[src/rtl/accumulator_pkg.sv]
// Shared types and encodings for the multi-lane accumulator.
package accumulator_pkg;

    // ACC: beats are being summed; HOLD: a finished result waits for the consumer.
    typedef enum logic {
        ACC  = 1'b0,
        HOLD = 1'b1
    } acc_state_e;

    // Arithmetic mode as seen on sat_en_i.
    localparam logic MODE_WRAP = 1'b0;
    localparam logic MODE_SAT  = 1'b1;

endpackage

[src/rtl/sat_adder_n.sv]
// Combinational signed adder with selectable wrap or saturate behaviour.
// ovf_o flags signed overflow in wrap mode and clamping in saturate mode;
// both happen under exactly the same condition.
module sat_adder_n #(
    parameter int SIZE = 18
) (
    input  logic signed [SIZE-1:0] in_0_i,
    input  logic signed [SIZE-1:0] in_1_i,
    input  logic                   sat_en_i,
    output logic signed [SIZE-1:0] out_o,
    output logic                   ovf_o
);
    import accumulator_pkg::*;

    localparam logic [SIZE-1:0] MAX_V = {1'b0, {(SIZE-1){1'b1}}};
    localparam logic [SIZE-1:0] MIN_V = {1'b1, {(SIZE-1){1'b0}}};

    logic [SIZE:0] sum_wide;

    // Clamp a one-bit-wider sum back into SIZE bits; the extra sign bit tells
    // which rail was crossed.
    function automatic logic [SIZE-1:0] saturate(input logic [SIZE:0] wide);
        if (wide[SIZE] != wide[SIZE-1]) begin
            return wide[SIZE] ? MIN_V : MAX_V;
        end
        return wide[SIZE-1:0];
    endfunction

    // Sign-extended add, overflow detection and mode select.
    always_comb begin
        sum_wide = {in_0_i[SIZE-1], in_0_i} + {in_1_i[SIZE-1], in_1_i};
        ovf_o    = sum_wide[SIZE] ^ sum_wide[SIZE-1];
        out_o    = (sat_en_i == MODE_SAT) ? saturate(sum_wide) : sum_wide[SIZE-1:0];
    end

endmodule

[src/rtl/accumulator_n.sv]
// Multi-lane signed accumulator with per-lane sticky overflow, beat limit,
// a one-entry result holding register and synchronous abort.
module accumulator_n #(
    parameter int SIZE      = 18,
    parameter int LANES     = 4,
    parameter int MAX_BEATS = 256
) (
    input  logic                    clk_i,
    input  logic                    rst_i,
    input  logic                    clear_i,
    input  logic                    sat_en_i,
    input  logic                    in_valid_i,
    output logic                    in_ready_o,
    input  logic [LANES*SIZE-1:0]   in_data_i,
    input  logic                    in_last_i,
    output logic                    out_valid_o,
    input  logic                    out_ready_i,
    output logic [LANES*SIZE-1:0]   out_data_o,
    output logic [LANES-1:0]        out_ovf_o
);
    import accumulator_pkg::*;

    localparam int              DW       = LANES * SIZE;
    localparam int              CNT_W    = $clog2(MAX_BEATS);
    localparam logic [CNT_W-1:0] CNT_LAST = CNT_W'(MAX_BEATS - 1);

    acc_state_e        state_q, state_d;
    logic [DW-1:0]     sum_q, sum_d;
    logic [LANES-1:0]  ovf_q, ovf_d;
    logic [CNT_W-1:0]  cnt_q, cnt_d;
    logic              out_valid_q, out_valid_d;
    logic [DW-1:0]     out_data_q, out_data_d;
    logic [LANES-1:0]  out_ovf_q, out_ovf_d;

    logic [DW-1:0]     add_sum;
    logic [LANES-1:0]  add_ovf;
    logic              accept;
    logic              terminal;

    // One adder per lane: running sum plus the incoming operand.
    for (genvar k = 0; k < LANES; k++) begin : g_lane
        sat_adder_n #(
            .SIZE(SIZE)
        ) u_add (
            .in_0_i  (sum_q[k*SIZE +: SIZE]),
            .in_1_i  (in_data_i[k*SIZE +: SIZE]),
            .sat_en_i(sat_en_i),
            .out_o   (add_sum[k*SIZE +: SIZE]),
            .ovf_o   (add_ovf[k])
        );
    end

    // Ready is low while a result is pending, during an abort and in reset.
    assign in_ready_o = ~(out_valid_q | clear_i | rst_i);
    assign accept     = in_valid_i & in_ready_o;
    assign terminal   = in_last_i | (cnt_q == CNT_LAST);

    // Next-state: abort first, then accumulate or hand the result over.
    always_comb begin
        state_d     = state_q;
        sum_d       = sum_q;
        ovf_d       = ovf_q;
        cnt_d       = cnt_q;
        out_valid_d = out_valid_q;
        out_data_d  = out_data_q;
        out_ovf_d   = out_ovf_q;

        if (clear_i) begin
            state_d     = ACC;
            sum_d       = '0;
            ovf_d       = '0;
            cnt_d       = '0;
            out_valid_d = 1'b0;
            out_data_d  = '0;
            out_ovf_d   = '0;
        end else begin
            case (state_q)
                ACC: begin
                    if (accept) begin
                        if (terminal) begin
                            // Result leaves through the holding register so the
                            // running sums can restart from zero immediately.
                            out_data_d  = add_sum;
                            out_ovf_d   = ovf_q | add_ovf;
                            out_valid_d = 1'b1;
                            state_d     = HOLD;
                            sum_d       = '0;
                            ovf_d       = '0;
                            cnt_d       = '0;
                        end else begin
                            sum_d = add_sum;
                            ovf_d = ovf_q | add_ovf;
                            cnt_d = cnt_q + 1'b1;
                        end
                    end
                end
                HOLD: begin
                    if (out_ready_i) begin
                        out_valid_d = 1'b0;
                        out_data_d  = '0;
                        out_ovf_d   = '0;
                        state_d     = ACC;
                    end
                end
                default: begin
                    state_d = ACC;
                end
            endcase
        end
    end

    // State and output registers with asynchronous reset.
    always_ff @(posedge clk_i or posedge rst_i) begin
        if (rst_i) begin
            state_q     <= ACC;
            sum_q       <= '0;
            ovf_q       <= '0;
            cnt_q       <= '0;
            out_valid_q <= 1'b0;
            out_data_q  <= '0;
            out_ovf_q   <= '0;
        end else begin
            state_q     <= state_d;
            sum_q       <= sum_d;
            ovf_q       <= ovf_d;
            cnt_q       <= cnt_d;
            out_valid_q <= out_valid_d;
            out_data_q  <= out_data_d;
            out_ovf_q   <= out_ovf_d;
        end
    end

    assign out_valid_o = out_valid_q;
    assign out_data_o  = out_data_q;
    assign out_ovf_o   = out_ovf_q;

endmodule

[config.mk]
export PLATFORM = sky130hd
export DESIGN_NAME = accumulator_n
export DESIGN_NICKNAME = d
export VERILOG_FILES = /design/src/rtl/accumulator_pkg.sv /design/src/rtl/sat_adder_n.sv /design/src/rtl/accumulator_n.sv
export SDC_FILE = /design/constraint.sdc
export NUM_CORES = 1
export LEC_CHECK = 0
export ABC_AREA = 1
export BUFFER_PORTS_ARGS = -buffer_cell sky130_fd_sc_hd__buf_2
export CORE_UTILIZATION = 53
export CTS_CLUSTER_SIZE = 10
export DETAILED_ROUTE_END_ITERATION = 7
export PLACE_DENSITY = 0.86
export SLEW_MARGIN = 25
export SYNTH_ARGS = -nofsm -noshare
export SYNTH_HDL_FRONTEND = slang
export SYNTH_SLANG_ARGS = --single-unit
[constraint.sdc]
create_clock -name clk_i -period 4.9 [get_ports clk_i]
set_input_delay 0.49 -clock clk_i [delete_from_list [all_inputs] [get_ports clk_i]]
set_output_delay 0.49 -clock clk_i [all_outputs]
set_load 0.02 [all_outputs]
==> key figures <==
Outcome
  – Status: finished, final reports clean

STA
  – Final period utilization: 58.72%
  – Max Slew Vio Count: 0
  – Slew of the pin with the lowest slew margin: ~750 ps
  – RSZ-0062 raised after global routing: no
  – Fmax: 347.5 MHz
  – Headroom to the max-slew limit: 50.18%
  – # setup viols final: 0
  – Final min period: 2877 ps
  – Setup Skew: 12.77 ps
  – Hold Fails Final Rpt: 0
  – Setup TNS: 0 ps

Logic synthesis
  – Post-synth top area share: 36.86%
  – Largest area contributor in the netlist: dfrtp_1
  – Seq/Total Area, Yosys: 36.86%
  – Mapped Avg Cell Area: 7.405 um^2
  – Mapped Cells: 1485
  – Synth top area cells: dfrtp_1 (37%), nand2_1 (19%), nand3_1 (8.9%)
  – Adder-Cell Fraction of Synth Area: a little under a tenth
  – Synth Area in Compound Gates: around 7.5%
  – Syn Std Cell Area: 11000 um^2
  – Synth cell types: between 40 and 50
  – XOR/XNOR Fraction of Synth Area: 4.142%
  – Seq cells post-synth: approximately 160
  – Top_reg_cell synth: dfrtp_1
  – Most frequent cell after synthesis: nand2_1
  – Largest family of logic cells by synthesized area: simple AND/OR/NAND/NOR gates
  – Simple-gate share of the synthesized area: 34.94%
  – Mux cell area share after synthesis: 0%
  – Yosys warnings: 0
  – Synth top cells by count: nand2_1 (563), nand3_1 (195), dfrtp_1 (162)
  – Fraction of registers with async set/reset: 100.0%
  – Number of synthesized flops with an enable pin: 0
  – Synth Net Count: 1641

Flow run
  – Maxcap violations: 0

Power and ir drop
  – Pwr Density: 303.0 nW/um^2
  – Peak supply drop: ~230 uV
  – Leakage: about 7 nW

Placement
  – Routability Congestion: 0.9046
  – Hpwl dp: 19.64 mm
  – Cell Area, Placed: 11780 um^2
  – IO Port Bufs: 156

Die
  – Die Ht: 146.0 um
  – Cell row count: 52
  – Die X: 146.0 um
  – Core area: between 20000 and 25000 um^2
  – Initial Util: 54.17%
  – I/O pin count: around 160
  – Die Area: 21330 um^2

Global route
  – Total Routing Usage GR: 27.05%
  – Initial antenna violation count: 0
  – Largest net degree at the start of global routing: 83
  – First-pass GRT wire length: about 47 mm
  – Vias in the first global route: 9866
  – Grt ovf: 0

Cells and area
  – Fin area: 12370 um^2
  – ANT cells: 0
  – Area grow syn2layout: 12.50%
  – Nets: between 1.5k and 2k
  – Core Util, Final: 60.95%
  – Share of cells above drive strength 1: 14.93%

Clock tree
  – Clock Path Buffers: 2
  – Clock latency at the later pin of the worst-skew pair: 430 ps
  – CTS sink cnt: around 160
  – Num CTS Buffers: 17
  – Clock transition at the registers of the reported paths: 70 ps
  – CTS H-tree depth: 4
  – Post-CTS sizing: 0
  – Clock root buffer: clkbuf_16
  – TritonCTS clock tree: built
  – Hold-fix buffers, CTS: 0
  – Setup Fix Bufs, Post-CTS: 0

Routing
  – DRC: 0
  – Drt via density: 5.353
  – Post-DR wirelength/cell: around 15 um
  – Vias: between 10k and 15k
  – Detail Route Antenna Nets: 0
  – 1st-iter DRT viols: around 600
  – DRT Wirelength: about 28 mm
  – DRT Pass-1 Iters: 5

Worst setup path
  – Crit path largest cell delay: 660 ps
  – Crit path top cell by count: nand2_1
  – WP data required: 5270 ps
  – Setup CP Type: reg -> reg
  – Cell Chain, Critical Path: ha_1 -> nand2_1 -> nor2_2 -> nand3_1 -> nor2_2 -> a21oi_1 -> nand2_1 -> nor2_4 -> buf_4 -> inv_2 -> o21ai_0 -> nand2_1 -> inv_1
  – Critical path data arrival time: 3250 ps
  – CP endpoint kind: flop
  – CP startpoint kind: flop
  – Worst Path Max Fanout: 53
  – Slowest library cell on the worst path: buf_4

Worst hold path
  – Worst Hold Class: in -> async
[per-layer routing]
layer	vias up	share of wire (%)	GRT usage, %
met5	-	0	0
met4	0	2.1	8.802
met3	51	4.9	3.031
met2	300	46	44.88
met1	4714	47	37.04
li1	5095	-	-
[worst paths after layout]
path	end	cells after the start	slack [ps]	from
hold / removal	out_valid_o	2	220	rst_i
max in group asynchronous	cnt_q[4]	3	3580	rst_i
setup reg to reg	ovf_q[2]	13	2020	cnt_q[0]
setup / recovery	ovf_q[2]	13	2020	cnt_q[0]
min in group clk_i	out_data_o[42]	2	470	out_data_o[42]
hold reg to reg	out_data_o[42]	2	470	out_data_o[42]
[report_power, final]
group | internal (mW) | leakage (nW) | switching [mW]
combinational | 0.260 | 4.72 | 0.595
sequential | 1.45 | 2.20 | 0.0640
clock | 0.766 | 0.281 | 0.612
[cell families after synthesis]
family | count (synthesis)
buffers and inverters | 166
DFF | 162
adders and majority gates | 77
AOI/OAI and AO/OA | 142
xor gates and xnor gates | 52
and+or+nand+nor | 886
[sequential cells by signal, summed over array words and instances, names as in the netlist]
signal / count
out_ovf_o: 4
ovf_q: 4
out_valid_o: 1
state_q: 1
sum_q: 72
out_data_o: 72
cnt_q: 8
[stage by stage]
stage	cells	power, mW	hold slack (ps)	setup slack (ps)
4_1_cts	1898	3.769	250.7	2077
5_1_grt	1898	3.917	292.5	1847
3_3_place_gp	1866	2.374	457.4	2071
3_5_place_dp	1866	2.391	460.2	1948
2_1_floorplan	1485	2.141	453.1	33.38
6_report	1898	3.748	220.7	2023
[worst max-delay path, delay by kind of cell, from the launching register on]
family                     cells  cell delay (ps)
adders and majority gates      1              230
AOI/OAI and AO/OA              2              300
buffers and inverters          3              970
DFF                            1              410
and+or+nand+nor                7              890
[cell type report]
| cell class | instances | area (um^2) |
|---|---|---|
| Clock buffer | 18 | 429.2 |
| Clock inverter | 14 | 163.9 |
| Fill cell | 1899 | 7928 |
| Inverter | 116 | 449.2 |
| Multi-Input combinational cell | 1157 | 6120 |
| Sequential cell | 162 | 4054 |
| Tap cell | 270 | 337.8 |
| Timing Repair Buffer | 161 | 818.3 |
[cell usage in the layout (no fill, tap or decap), types with 6 or more instances in the layout]
cell type	netlist	routed
a21boi_0	6	6
a21oi_1	58	58
a31oi_1	6	6
buf_2	11	156
clkbuf_16	0	17
dfrtp_1	162	162
ha_1	73	73
inv_1	111	110
inv_6	0	7
nand2_1	563	563
nand2_2	13	13
nand2_4	11	11
nand3_1	195	195
nand3_2	9	9
nand4_1	11	11
nor2_1	58	57
nor3_1	10	10
o21ai_0	36	36
o21bai_1	14	14
xnor2_1	20	20
xor2_1	32	32
No activity file was read; power rests on OpenSTA's default activity.
